<file path="src/rtl/pool_rd_arb_pkg.sv">
// pool_rd_arb_pkg: arbiter state type, default bus widths and a constant clog2.
package pool_rd_arb_pkg;
  typedef enum logic [0:0] {IDLE, ISSUE} arb_state_e;
  localparam int DEF_ADDR_W = 28;
  localparam int DEF_ID_W = 4;
  localparam int DEF_LEN_W = 4;
  localparam int DEF_DATA_W = 32;
  function automatic int clog2(input int v);
    int r;
    r = 0;
    while ((1 << r) < v) r++;
    return r;
  endfunction
endpackage

</file>
<file path="src/rtl/pool_rd_arb_rr_pick.sv">
// rr_pick: chooses the next eligible requester, round-robin from ptr_i.
// With POOL_RD_ARB_FIXED_PRIO_EN defined the lowest eligible index wins instead.
import pool_rd_arb_pkg::*;
module rr_pick #(
  parameter int NUM_REQ = 2,
  parameter int IDXW = clog2(NUM_REQ)
) (
  input  logic [NUM_REQ-1:0] elig_i,
  input  logic [IDXW-1:0]    ptr_i,
  output logic [IDXW-1:0]    gnt_o,
  output logic               vld_o
);
  assign vld_o = |elig_i;
`ifdef POOL_RD_ARB_FIXED_PRIO_EN
  logic unused_ptr;
  assign unused_ptr = ^ptr_i;
  always_comb begin
    gnt_o = '0;
    for (int k = NUM_REQ - 1; k >= 0; k--) if (elig_i[k]) gnt_o = IDXW'(k);
  end
`else
  logic [IDXW-1:0] j;
  // scanning backwards lets the candidate nearest the pointer overwrite the rest
  always_comb begin
    gnt_o = '0;
    j = '0;
    for (int k = NUM_REQ - 1; k >= 0; k--) begin
      j = IDXW'((int'(ptr_i) + k) % NUM_REQ);
      if (elig_i[j]) gnt_o = j;
    end
  end
`endif
endmodule

</file>
<file path="src/rtl/pool_rd_arb.sv">
// pool_rd_arb: shares one bus read port among NUM_REQ masters with ID tagging, R routing and outstanding caps.
// Define POOL_RD_ARB_FIXED_PRIO_EN for fixed lowest-index priority instead of round-robin.
import pool_rd_arb_pkg::*;
module pool_rd_arb #(
  parameter int NUM_REQ = 2,
  parameter int ADDR_W = DEF_ADDR_W,
  parameter int ID_W = DEF_ID_W,
  parameter int LEN_W = DEF_LEN_W,
  parameter int DATA_W = DEF_DATA_W,
  parameter int MAX_OUTST = 4
) (
  input  logic                      clk,
  input  logic                      rst,
  input  logic [NUM_REQ-1:0]        Req_arvalid,
  input  logic [NUM_REQ*ADDR_W-1:0] Req_araddr,
  input  logic [NUM_REQ*LEN_W-1:0]  Req_arlen,
  input  logic [NUM_REQ*ID_W-1:0]   Req_arid,
  output logic [NUM_REQ-1:0]        Req_arready,
  output logic [NUM_REQ-1:0]        Req_rvalid,
  output logic [NUM_REQ-1:0]        Req_rlast,
  output logic [ID_W-1:0]           Req_rid,
  output logic [DATA_W-1:0]         Req_rdata,
  output logic                      ArbBus_arvalid,
  output logic [ADDR_W-1:0]         ArbBus_araddr,
  output logic [LEN_W-1:0]          ArbBus_arlen,
  output logic [ID_W-1:0]           ArbBus_arid,
  input  logic                      BusArb_arready,
  input  logic                      BusArb_rvalid,
  input  logic                      BusArb_rlast,
  input  logic [ID_W-1:0]           BusArb_rid,
  input  logic [DATA_W-1:0]         BusArb_rdata,
  output logic                      Arb_err
);
  localparam int IDXW = clog2(NUM_REQ);
  localparam int CW = clog2(MAX_OUTST + 1);
  arb_state_e state_q, state_d;
  logic [IDXW-1:0] grant_q, grant_d, ptr_q, ptr_d, pick_idx, r_idx;
  logic [ADDR_W-1:0] addr_q, addr_d;
  logic [LEN_W-1:0] len_q, len_d;
  logic [ID_W-1:0] id_q, id_d;
  logic [NUM_REQ-1:0][CW-1:0] outst_q, outst_d;
  logic [NUM_REQ-1:0] elig, inc, dec;
  logic pick_vld, ar_hs, r_ok, err_q, err_d;

  always_comb begin
    elig = '0;
    for (int i = 0; i < NUM_REQ; i++) elig[i] = Req_arvalid[i] && (outst_q[i] < CW'(MAX_OUTST));
  end

  rr_pick #(.NUM_REQ(NUM_REQ), .IDXW(IDXW)) u_pick (
    .elig_i(elig),
    .ptr_i (ptr_q),
    .gnt_o (pick_idx),
    .vld_o (pick_vld)
  );

  assign ArbBus_arvalid = state_q == ISSUE;
  assign ArbBus_araddr = addr_q;
  assign ArbBus_arlen = len_q;
  assign ArbBus_arid = id_q;
  assign ar_hs = ArbBus_arvalid && BusArb_arready;
  assign inc = ar_hs ? NUM_REQ'(1) << grant_q : '0;
  assign Req_arready = inc;

  assign r_idx = BusArb_rid[ID_W-1 -: IDXW];
  assign r_ok = int'(r_idx) < NUM_REQ;
  assign Req_rvalid = (BusArb_rvalid && r_ok) ? NUM_REQ'(1) << r_idx : '0;
  assign Req_rlast = BusArb_rlast ? Req_rvalid : '0;
  assign Req_rid = {{IDXW{1'b0}}, BusArb_rid[ID_W-IDXW-1:0]};
  assign Req_rdata = BusArb_rdata;
  assign dec = Req_rlast;
  assign Arb_err = err_q;

  always_comb begin
    state_d = state_q;
    grant_d = grant_q;
    ptr_d = ptr_q;
    addr_d = addr_q;
    len_d = len_q;
    id_d = id_q;
    if (state_q == IDLE && pick_vld) begin
      state_d = ISSUE;
      grant_d = pick_idx;
      addr_d = Req_araddr[int'(pick_idx)*ADDR_W +: ADDR_W];
      len_d = Req_arlen[int'(pick_idx)*LEN_W +: LEN_W];
      id_d = {pick_idx, Req_arid[int'(pick_idx)*ID_W +: ID_W-IDXW]};
    end else if (ar_hs) begin
      state_d = IDLE;
      ptr_d = (grant_q == IDXW'(NUM_REQ - 1)) ? '0 : grant_q + 1'b1;
    end
  end

  // a same-cycle issue and completion cancel; counters saturate at both ends
  always_comb begin
    outst_d = outst_q;
    err_d = err_q || (BusArb_rvalid && !r_ok);
    for (int i = 0; i < NUM_REQ; i++) begin
      if (dec[i] && !inc[i]) begin
        if (outst_q[i] == '0) err_d = 1'b1;
        else outst_d[i] = outst_q[i] - 1'b1;
      end else if (inc[i] && !dec[i] && outst_q[i] != CW'(MAX_OUTST)) begin
        outst_d[i] = outst_q[i] + 1'b1;
      end
    end
  end

  always_ff @(posedge clk) begin
    if (rst) begin
      state_q <= IDLE;
      grant_q <= '0;
      ptr_q <= '0;
      addr_q <= '0;
      len_q <= '0;
      id_q <= '0;
      outst_q <= '0;
      err_q <= 1'b0;
    end else begin
      state_q <= state_d;
      grant_q <= grant_d;
      ptr_q <= ptr_d;
      addr_q <= addr_d;
      len_q <= len_d;
      id_q <= id_d;
      outst_q <= outst_d;
      err_q <= err_d;
    end
  end
endmodule
</file>
<file path="config.mk">
export PLATFORM = sky130hd
export DESIGN_NAME = pool_rd_arb
export DESIGN_NICKNAME = d
export VERILOG_FILES = /design/src/rtl/pool_rd_arb_pkg.sv /design/src/rtl/pool_rd_arb_rr_pick.sv /design/src/rtl/pool_rd_arb.sv
export SDC_FILE = /design/constraint.sdc
export NUM_CORES = 1
export LEC_CHECK = 0
export CAP_MARGIN = 30
export CORE_ASPECT_RATIO = 1.25
export CORE_MARGIN = 1.5
export CORE_UTILIZATION = 30
export DETAILED_ROUTE_END_ITERATION = 10
export PLACE_DENSITY = 0.83
export SLEW_MARGIN = 25
export SYNTH_ARGS = -nofsm -noshare
export SYNTH_HDL_FRONTEND = slang
export SYNTH_SLANG_ARGS = --single-unit
</file>
<file path="constraint.sdc">
create_clock -name clk -period 2.38 [get_ports clk]
set_clock_uncertainty 0.1 [all_clocks]
set_input_delay 0.476 -clock clk [delete_from_list [all_inputs] [get_ports clk]]
set_output_delay 0.476 -clock clk [all_outputs]
set_load 0.02 [all_outputs]
</file>
After elaboration in Yosys (flattened, before gate mapping)

Cells that the tools add are included.

Add/sub/neg operators: 6
Multipliers: 1
Order comparisons: 4
Equality and inequality tests: 4
Shift-type cells: 5
Muxes and demuxes: 22
Bitwise operators: 2
Reduce and logical (&&, ||, !) cells: 23

Operators by type and width:

| operator                                                             | count |
|---|---|
| 56-bit by 7-bit variable part select with 28-bit output              | 1 |
| 3-bit two-way mux                                                    | 6 |
| 1-bit two-way mux                                                    | 13 |
| 1-bit logical AND                                                    | 10 |
| 8-bit by 4-bit variable part select with 3-bit output                | 1 |
| 8-bit by 4-bit variable part select with 4-bit output                | 1 |
| 3-bit by 1-bit adder with 3-bit output, second input constant        | 2 |
| 3-bit logical NOT                                                    | 2 |
| 3-bit < comparator, second input constant                            | 2 |
| 2-bit two-way mux                                                    | 3 |
| 3-bit != test, second input constant                                 | 2 |
| 2-bit AND reduction                                                  | 3 |
| 2-bit nonzero test                                                   | 3 |
| 3-bit by 1-bit subtractor with 3-bit output, second input constant   | 2 |
| 1-bit logical NOT                                                    | 4 |
| 1-bit by 2-bit < comparator with 1-bit output, second input constant | 2 |
| 1-bit by 3-bit multiplier with 4-bit output, second input constant   | 1 |
| 2-bit != test, second input constant                                 | 2 |
| 1-bit by 1-bit << shifter with 2-bit output, first input constant    | 2 |
| 1-bit adder, second input constant                                   | 2 |
| 1-bit inverter                                                       | 2 |
| 2-bit OR reduction                                                   | 1 |

Register bits after elaboration: 46
Bits of input ports: 115
Output and inout bits: 80
Logic and storage cells: 76

Longest topological paths before layout

Depth after elaboration: 8
Depth in mapped cells: 8
Depth with buffers taken out: 7

Cells and area by module

A second synthesis with hierarchy kept.

Cells, all modules: 272
Area, all modules: 2492.4 µm²

Modules (own cells, without submodules):

| module      | instances | cells an instance | area each (µm²) | sequential area each (µm²) |
|---|---|---|---|---|
| pool_rd_arb | 1         | 269               | 2474.9          | 900.9 |
| rr_pick     | 1         | 3                 | 17.5            | 0.0 |

Least setup slack after synthesis

No wires, ideal clock.

Kind: input -> register
Start: input port BusArb_arready
End: register outst_q[5] in the netlist's numbering
Setup time: 0.123 ns
Data arrival time: 2.077 ns
Data required time: 2.157 ns
Setup slack: 0.079 ns
Stages on the path: 8
Path buffers: 1
Cell sequence: and3_1 > buf_6 > or2_2 > xnor2_1 > ha_1 > nor4_1 > o211ai_1 > mux2_1

Word-level cells in the longest chain between the ends: 6
Elaborated cells between the ends (all ways): 10
Classes of those cells: 1 x eq/ne; 2 x mux; 7 x reduce/logical

Ends and longest elaborated chain:

| element                                                              | RTL line                              | text |
|---|---|---|
| start, declared                                                      | pool_rd_arb.sv:27                     | `input logic BusArb_arready,` |
| 1-bit logical AND (*)                                                | pool_rd_arb.sv:61                     | `assign ar_hs = ArbBus_arvalid && BusArb_arready;` |
| 2-bit two-way mux (*)                                                | pool_rd_arb.sv:62                     | `assign inc = ar_hs ? NUM_REQ'(1) << grant_q : '0;` |
| named net Req_arready[1]                                             | pool_rd_arb.sv:18                     | `output logic [NUM_REQ-1:0] Req_arready,` |
| 1-bit logical NOT / 1-bit logical AND (equally long branches)        | pool_rd_arb.sv:98, pool_rd_arb.sv:101 |  |
| 1-bit logical AND (on tied branches)                                 | pool_rd_arb.sv:98, pool_rd_arb.sv:101 |  |
| 2-bit != test (no line) / 2-bit nonzero test (equally long branches) | -                                     |  |
| 2-bit AND reduction (no line)                                        | -                                     |  |
| end signal, assigned                                                 | pool_rd_arb.sv:124                    | `outst_q <= outst_d;` |
| end, declared                                                        | pool_rd_arb.sv:41                     | `logic [NUM_REQ-1:0][CW-1:0] outst_q, outst_d;` |

The timed path passes the listed nets; every way through them passes the cells marked *.
A chain may end at the register's enable or synchronous reset.

Worst setup path in the final report

Start: input port BusArb_rlast
End: register outst_q[5] in the netlist's numbering

Word-level cells in the longest chain between the ends: 6
Elaborated cells between the ends (all ways): 9
Classes of those cells: 1 x eq/ne; 2 x mux; 6 x reduce/logical

Ends and longest elaborated chain:

| element                         | RTL line           | text |
|---|---|---|
| start, declared                 | pool_rd_arb.sv:29  | `input logic BusArb_rlast,` |
| 2-bit two-way mux (*)           | pool_rd_arb.sv:68  | `assign Req_rlast = BusArb_rlast ? Req_rvalid : '0;` |
| 1-bit logical NOT               | pool_rd_arb.sv:101 | `end else if (inc[i] && !dec[i] && outst_q[i] != CW'(MAX_OUTST)) begin` |
| 1-bit logical AND (2 in series) | pool_rd_arb.sv:101 |  |
| 2-bit nonzero test (no line)    | -                  |  |
| 2-bit AND reduction (no line)   | -                  |  |

Mark *: on every way between the ends. The rest lies on a longest branch, timed or not.

==> out/qor.txt <==
status -> finished, violations left
failing checks -> DRC
worst skew pair latency -> 0.29 ns
worst min path class -> reg2reg
CP max FO -> 3
Pins Over Slew Limit -> 0
pwr dens -> 531.1 nW/µm²
Fin. Hold Viols -> 0
sequential fraction of the synthesis area -> 35.84%
crit end category -> register
clock root buffer -> clkbuf_8
Routed wire per std cell -> 13.77 µm
antenna viol nets, final -> 0
Final HPWL DP -> 4796 µm
first-pass GRT wire length -> 9818 µm
Post-Route WL -> 6224 µm
IO Count -> 195
unrepaired setup endpoints after global routing -> false
slew margin rel. -> 64.92%
vias in the first global route -> 2173
Layout Nets -> 472
vias per inst -> 4.847
Post-Place Setup Slack -> -0.4176 ns
startpoint class of the critical path -> input port
Critical Path AT -> 2.41 ns
Gate Count Post-Synth -> 270
#FFs+latches synth -> 45
crit path kind -> in2reg
Port Buffers -> 121
routed wl met3 -> 441 µm
DRT iter0 DRCs -> 68
Cell variety after synth -> 36
CTS Buf Count -> 5
postcts setup bufs -> 0
pin count of the biggest net entering global routing -> 40
die area -> 8940 µm²
TritonCTS Sinks -> 45
placed inst area -> 3563 µm²
M1 WL -> 2197 µm
die height -> 105.3 µm
post-route non-filler standard cell count -> 452
syn nets -> 387
met2 WL -> 3369 µm
DRC -> 8
Worst path max stage delay -> 0.49 ns
Final WS setup -> 0.05830 ns
slowest CP cell -> clkdlybuf4s50_1
clock-pin transition on the worst setup and hold timing paths -> 0.08 ns
Leakage -> 1.433 nW
Netlist Area Pre-Place -> 2514 µm²
commonest cells after routing, fill and taps aside -> 113 x clkdlybuf4s50_1, 45 x dfxtp_1, 41 x nor2_1
crit path cell chain -> clkdlybuf4s50_1, nand3_1, or2_2, xnor2_1, ha_1, o21a_1, o211ai_1, mux2_1
Area Overhead vs Synth -> 46.34%
post-route cell area -> 3679 µm²
Max Cap Violations -> 0
Tightest Pin Transition -> 0.5262 ns
Post-Syn Area per Cell -> 9.310 µm²
share of cells above drive strength 1 -> 8.169%
Core Box Area -> 8194 µm²
H-tree depth -> 2
RePlAce Congestion -> 0.8451
Synth warnings -> 0
Post-CTS Hold Buffers -> 0
Die Wd -> 84.87 µm
final setup violation count -> 0
CTS tree -> yes
Tot GR Track Use -> 13.73%
# diodes -> 0
total congestion overflow -> 0
Worst VDD drop -> 0.2468 mV
final worst path period share -> 97.55%
Final min period -> 2.322 ns
initial antenna violation count -> 0
placed cell count -> 445
DR vias -> 2191
top sig layer -> met4
CTS max path bufs -> 2
Worst EP required -> 2.47 ns
Core Rows -> 37
Max Clk Rate -> 430.7 MHz
router iterations before antenna repair -> 7
# fillers -> 788
most common cell after layout, fill and taps aside -> clkdlybuf4s50_1
Starting Density -> 30.68%
[path summary, 6_finish.rpt]
| path | startpoint | end | slack, ns | cells past startpoint |
|---|---|---|---|---|
| min | ArbBus_araddr[16] | ArbBus_araddr[16] | 0.40 | 2 |
| max | BusArb_rlast | outst_q[5] | 0.06 | 8 |
| min reg2reg | ArbBus_araddr[16] | ArbBus_araddr[16] | 0.40 | 2 |
| max reg2reg | grant_q | outst_q[2] | 0.30 | 7 |
[layer usage]
metal  vias up  track usage, %
li1       1083               -
met1       996           12.94
met2        87           25.94
met3        25           3.681
met4         0           8.314
met5         -               0
[Yosys cell counts]
master | count | area [µm²]
a221oi_1 | 1 | 8.760
nand2b_4 | 1 | 13.76
nand2_1 | 3 | 11.26
buf_4 | 37 | 277.8
nor3_1 | 3 | 15.01
buf_12 | 3 | 60.06
dfxtp_1 | 45 | 900.9
o21a_1 | 2 | 15.01
and3b_1 | 1 | 8.760
or2_2 | 2 | 12.51
buf_8 | 1 | 15.01
nor3b_1 | 2 | 15.01
conb_1 | 1 | 3.750
nor2_1 | 41 | 153.9
or2b_1 | 1 | 7.510
and3_1 | 1 | 6.260
a21oi_2 | 1 | 8.760
mux2i_1 | 35 | 350.3
clkbuf_1 | 8 | 30.03
a211oi_1 | 36 | 270.3
mux2_1 | 2 | 22.52
o211ai_1 | 2 | 15.01
buf_6 | 2 | 22.52
inv_1 | 2 | 7.510
ha_1 | 2 | 25.02
and2_1 | 1 | 6.260
nand3b_1 | 3 | 22.52
a21oi_1 | 6 | 30.03
nor4_1 | 2 | 12.51
o21ba_4 | 1 | 16.27
buf_2 | 4 | 20.02
nand3_1 | 7 | 35.03
nand2b_1 | 2 | 12.51
xnor2_1 | 4 | 35.03
mux2i_2 | 2 | 27.53
nor2b_1 | 3 | 18.77
[where the power goes]
group / switching (mW) / internal (mW) / leakage [nW]
Combinational: 0.279 / 0.341 / 1.02
Clock: 0.245 / 0.231 / 0.0443
Sequential: 0.0370 / 0.820 / 0.373
Total: 0.562 / 1.39 / 1.43
[cell families (layout without fill, tap and decap cells)]
group	count (synthesis)	count (layout)	synth area share, %
mux	39	39	15.93
compound gates	49	49	14.48
simple gates	73	73	13.99
fa+ha+maj	2	2	0.9954
flops	45	45	35.84
other cells	1	1	0.1492
buf+inv	57	142	17.22
xor+xnor	4	4	1.394
[critical path: cells and delay by family]
kind                       cells  cell delay [ns]
muxes                          1             0.33
adders and majority gates      1             0.22
xor gates and xnor gates       1             0.15
AOI/OAI and AO/OA              2             0.31
and+or+nand+nor                2             0.43
buffers and inverters          1             0.49
[layout make-up]
type	instances	area (µm²)	share of cell area, %
timing repair buffer	133	1349	36.67
sequential	45	900.9	24.49
clock buffer	7	86.33	2.347
inverter	2	7.507	0.2041
multi-input combinational	168	1214	32.99
tap	97	121.4	3.299
[stage by stage]
step	hold slack (ns)	utilization [%]	setup TNS (ns)	power, mW
after CTS	0.4050	44.56	0	1.987
after floorplan	0.3678	-	0	1.271
after global placement	0.3686	43.49	-1.020	1.487
after global routing	0.4206	44.89	0	2.062
after detailed placement	0.3917	43.49	-1.273	1.501
final	0.3968	44.89	0	1.954
[repair_timing]
action	CTS	global route
resized for setup	5	7
setup endpoints to repair	6	2
pin swaps	3	2
[flip-flops by register name (all words and copies together) (netlist names)]
register and count:
Arb_err 1, outst_q 6, grant_q 1, ArbBus_araddr 28, ArbBus_arid 3, ArbBus_arlen 4
ArbBus_arvalid 1, ptr_q 1
No activity file was read; power rests on OpenSTA's default activity.
==> patch 1 (same settings) <==
`NUM_REQ` is set to 2 in 2 places; all go to 4.
--- a/src/rtl/pool_rd_arb_rr_pick.sv
+++ b/src/rtl/pool_rd_arb_rr_pick.sv
@@ -3,5 +3,5 @@
 import pool_rd_arb_pkg::*;
 module rr_pick #(
-  parameter int NUM_REQ = 2,
+  parameter int NUM_REQ = 4,
   parameter int IDXW = clog2(NUM_REQ)
 ) (
--- a/src/rtl/pool_rd_arb.sv
+++ b/src/rtl/pool_rd_arb.sv
@@ -3,5 +3,5 @@
 import pool_rd_arb_pkg::*;
 module pool_rd_arb #(
-  parameter int NUM_REQ = 2,
+  parameter int NUM_REQ = 4,
   parameter int ADDR_W = DEF_ADDR_W,
   parameter int ID_W = DEF_ID_W,
Ports: changed (7 resized); port bits go from 195 to 275. The function was not compared with the original's and may differ.
==> patch 1 against the unedited design <==
- worst setup slack worse by 0.036 ns
- final area is 60% higher
- routed wire length rose by 100%
- sequential cell count up 7
- area after synthesis grew 44%
- critical endpoint is now Req_rlast[3]
- power is 50% higher
- worst hold slack better by 0.041 ns
- non-clock buffer count increased by 103
==> patch 1: results (changes against the unedited design) <==
Final Wtd Congestion=0.843 (was 0.845); 1st-iter DRT viols=100 (was 68); GRT Util Overall=0.187 (was 0.137); clk root buf=clkbuf_16 (was clkbuf_8); Worst Hold Margin=0.437 ns (was 0.397 ns); post-DP HPWL=10100 um (was 4800 um); adder-cell share of the synthesized area=0.0359 (was 0.00996); post-synthesis cell type count=48 (was 36); met1 usage=0.188 (was 0.129); Max Fanout on Critical Path=5 (was 3); post-synthesis compound-gate area fraction=0.226 (was 0.145); register area share after synthesis=0.287 (was 0.358); filler instances=1065 (was 788); Final nets=761 (was 472); drt first pass iters=4 (was 7); Worst R2R Start=grant_q[0] (was grant_q); vias in the first global route=3746 (was 2173); synth top area cells=dfxtp_1 (29%), mux2i_1 (18%), buf_4 (8.3%), a221oi_2 (7.4%), o21ai_0 (5.0%) (was dfxtp_1 (36%), mux2i_1 (14%), buf_4 (11%), a211oi_1 (11%), nor2_1 (6.1%)); worst flop-to-flop path endpoint=outst_q[11] (was outst_q[2]); commonest cells in the netlist=mux2i_1 (67), dfxtp_1 (52), buf_4 (40) (was dfxtp_1 (45), nor2_1 (41), buf_4 (37)); flop2flop setup slack=0.19 ns (was 0.30 ns); layout cells sized above 1=0.135 (was 0.0817); Hold Startpoint=ptr_q[1] (was ArbBus_araddr[16]); first-pass GRT wire length=18700 um (was 9820 um); sequential share of power=0.342 (was 0.439); pin count of the biggest net entering global routing=27 (was 40); P_leak=0.00255 uW (was 0.00143 uW); # port buffers=196 (was 121); DR WL met2=6710 um (was 3370 um); initial antenna violation count=1 (was 0); mux cell area share after synthesis=0.194 (was 0.159); Peak VDD IR=0.395 mV (was 0.247 mV); met3 Use GR=0.0444 (was 0.0368); Post-Synth XOR/XNOR Area=0.0241 (was 0.0139); CP arrival=1.78 ns (was 2.41 ns); hold endpoint=ptr_q[1] (was ArbBus_araddr[16]); status=finished, final reports clean (was finished with violations); Vias/cell=5.06 (was 4.85); Post-DP Area=5710 um2 (was 3560 um2); Largest stage delay, worst path=0.53 ns (was 0.49 ns)
==> patch 1: stage by stage <==
step	setup TNS [ns]	setup slack (ns)	total power, uW
after floorplan	0	0.125	1650
after global placement	-5.69	-0.223	2080
after detailed placement	-7.76	-0.317	2110
after CTS	0	0.0721	2960
after global routing	-0.00888	-0.00888	3060
final	0	0.0223	2930
==> patch 1: worst max path at each step <==
stage                        from            to  slack, ns  cells after the start
CTS                 BusArb_rid[3]   outst_q[11]       0.07                      8
global placement    BusArb_rid[2]   outst_q[11]      -0.22                      8
global route        BusArb_rvalid  Req_rlast[3]     -0.009                      5
detailed placement  BusArb_rid[2]   outst_q[11]      -0.32                      8
finish              BusArb_rvalid  Req_rlast[3]       0.02                      5
floorplan           BusArb_rid[2]    outst_q[8]       0.12                      8
==> patch 1: worst register-to-register path, delay by kind of cell (launching register included) <==
family,cells,cell delay [ns]
adder cells (fa/ha/maj),2,0.62
AND/OR/NAND/NOR,3,0.55
flip-flops,1,0.37
XOR/XNOR,1,0.18
AO/OA/AOI/OAI,1,0.16
buffers and inverters,2,0.15
==> patch 1: logic make-up (layout without fill, tap and decap cells) <==
group                      Yosys count  count (layout)
other                                1               3
and+or+nand+nor                     58              58
AOI/OAI and AO/OA                  101             101
muxes                               70              70
DFF                                 52              52
buffers and inverters               82             264
adders and majority gates            8               8
xor gates and xnor gates            10              10
==> patch 1: timing repair <==
action,in CTS,in global routing
setup endpoints to repair,13,4
resized for setup,13,4
setup buffers,0,2
pin swaps,0,3
==> patch 1: final cells by class <==
cell class	count	area, um2	share of cell area
inverters	20	75.1	0.0127
clock buffers	6	129	0.0219
flip-flops and latches	52	1040	0.177
well taps	161	201	0.0342
clock inverters	2	38.8	0.00659
diodes	1	2.50	0.000425
multi-input cells	249	2090	0.355
repair buffers	236	2310	0.392
==> patch 2 (same flow settings) <==
Without the edit above. Put one more register stage on the output `Arb_err`, cleared by the reset. The value now appears one clock later. The other outputs are not delayed to match.
--- a/src/rtl/pool_rd_arb.sv
+++ b/src/rtl/pool_rd_arb.sv
@@ -70,5 +70,11 @@
   assign Req_rdata = BusArb_rdata;
   assign dec = Req_rlast;
-  assign Arb_err = err_q;
+  always_ff @(posedge clk) begin
+    if (rst) begin
+      Arb_err <= '0;
+    end else begin
+      Arb_err <= err_q;
+    end
+  end
 
   always_comb begin
Behaviour: not the same (a bounded check fails within 4 cycles, from zero or initial values and one cycle with rst high).
==> patch 2 against the unedited design <==
- the run still ends with DRC left
- non-clock buffer count unchanged
- die area increased by 1.0%
- final area about the same
- sequential cell count increased by 1
- routed wire length decreased by 0.64%
- fmax decreased by 0.34%
- critical path depth unchanged
- sequential power increased by 2%
- worst hold slack got worse by 0.031 ns
- synthesized cell count increased by 0.74%
- worst setup slack got worse by 0.0080 ns
- area after synthesis increased by 1.0%
- power decreased by 0.73%
==> patch 2: results (changes against the unedited design) <==
Peak VDD IR=0.216 mV (was 0.247 mV); failing checks=DRC (unchanged); vias in the first global route=2134 (was 2173); initial antenna violation count=0 (unchanged); clk root buf=clkbuf_8 (unchanged); Final nets=474 (was 472); post-synthesis cell type count=36 (unchanged); Yosys warning count=0 (unchanged); # port buffers=121 (unchanged); H-tree depth=2 (unchanged); CP max-delay cell=clkdlybuf4s50_1 (unchanged); post-DP HPWL=4830 um (was 4800 um); synthesized net count=389 (was 387); Setup WS pre-CTS=-0.366 ns (was -0.418 ns); wire length per cell=13.6 um (was 13.8 um); CTS max path bufs=2 (unchanged); Sw Ratio=0.291 (was 0.287); clock insertion delay at the later pin of the skew report=0.29 ns (about the same); max FFs per register=28 (unchanged); commonest cells in the netlist=dfxtp_1 (46), nor2_1 (41), buf_4 (37) (was dfxtp_1 (45), nor2_1 (41), buf_4 (37)); Final Wtd Congestion=0.835 (was 0.845); CP arrival=2.41 ns (about the same); pin count of the biggest net entering global routing=37 (was 40); # diodes=0 (unchanged); Hold Path Class=reg -> reg (unchanged); dpl cells=447 (was 445); 1st-iter DRT viols=51 (was 68); P_leak=0.00143 uW (about the same); clk slew on worst S/H paths=0.08 ns (about the same); layout cells sized above 1=0.0812 (was 0.0817); first-pass GRT wire length=9940 um (was 9820 um); Async SR Flop Fraction=0 (unchanged); # DRC=7 (was 8); synth top area cells=dfxtp_1 (36%), mux2i_1 (14%), buf_4 (11%), a211oi_1 (11%), nor2_1 (6.1%) (unchanged); most numerous cell in the Yosys netlist=dfxtp_1 (unchanged); Max Fanout on Critical Path=3 (unchanged); total CTS buffers=5 (unchanged); status=finished with violations (unchanged); drt first pass iters=7 (unchanged); Vias/cell=4.91 (was 4.85); syn_area_per_cell=9.34 um2 (was 9.31 um2); vias=2231 (was 2191); Largest stage delay, worst path=0.44 ns (was 0.49 ns); register area share after synthesis=0.363 (was 0.358); GRT Util Overall=0.136 (was 0.137)
patch 2: cell count changes in the layout (fill, tap and decap cells not counted):
cell and change:
clkinv_2 +2, clkbuf_1 -1, clkbuf_8 -1, clkdlybuf4s50_1 +1
dfxtp_1 +1, dlymetal6s2s_1 -1, nor2b_1 +1, nor4_1 +1
nor4_4 -1
patch 2: critical path, delay by kind of cell:
family                   cells  cell delay [ns]
XOR/XNOR                     1             0.14
buffers and inverters        1             0.44
adder cells (fa/ha/maj)      1             0.19
AND/OR/NAND/NOR              3             0.71
multiplexers                 1             0.33
AO/OA/AOI/OAI                1             0.12
patch 2: cell type report:
class	instances	area (um2)
flip-flops and latches	46	921
inverters	2	7.51
well taps	97	121
multi-input cells	169	1200
clock inverters	2	10.0
repair buffers	133	1350
fillers	796	4560
clock buffers	5	68.8
patch 2: cells by family after synthesis:
kind of cell               share of synthesized area
xor gates and xnor gates                      0.0138
and+or+nand+nor                                0.141
other                                        0.00148
DFF                                            0.363
buffers and inverters                          0.170
muxes                                          0.158
AOI/OAI and AO/OA                              0.143
adders and majority gates                    0.00985
patch 2: repair_timing:
action / in CTS / in global routing
pin swaps: 2 / 2
endpoints found under the setup margin: 6 / 2
buffers inserted: 0 / 0
resized for setup: 6 / 3
gates cloned: 0 / 0
patch 2: through the flow:
| stage | hold WS [ns] | utilization | cell area, um2 | total power, uW | TNS (ns) |
|---|---|---|---|---|---|
| global placement | 0.347 | 0.436 | 3590 | 1500 | -0.975 |
| floorplan | 0.338 | - | 2540 | 1290 | 0 |
| global route | 0.383 | 0.447 | 3680 | 2060 | 0 |
| detailed placement | 0.356 | 0.436 | 3590 | 1520 | -1.17 |
| finish | 0.366 | 0.447 | 3680 | 1940 | 0 |
| CTS | 0.369 | 0.446 | 3670 | 1980 | 0 |
patch 2: path summary, 6_finish.rpt:
check / from / end / slack [ns] / depth (start not counted)
setup / recovery: BusArb_arready / outst_q[5] / 0.05 / 8
hold / removal: err_q / Arb_err / 0.37 / 1
setup reg to reg: ArbBus_arvalid / outst_q[5] / 0.27 / 7
hold reg to reg: err_q / Arb_err / 0.37 / 1
patch 2: metal layers:
metal | GRT usage | wire length (um) | share of wire | vias up
li1 | - | - | - | 1088
met1 | 0.151 | 2330 | 0.38 | 1031
met2 | 0.247 | 3290 | 0.53 | 89
met3 | 0.0298 | 404 | 0.065 | 23
met4 | 0.0553 | 166 | 0.027 | 0
met5 | 0 | 0 | 0 | -
patch 2: power groups by stage:
stage                     clock (uW)  combinational, uW  sequential, uW
after floorplan                    0                321             968
after global placement             0                613             891
after detailed placement           0                624             894
after CTS                        477                626             877
after global routing             510                662             886
final                            446                617             877
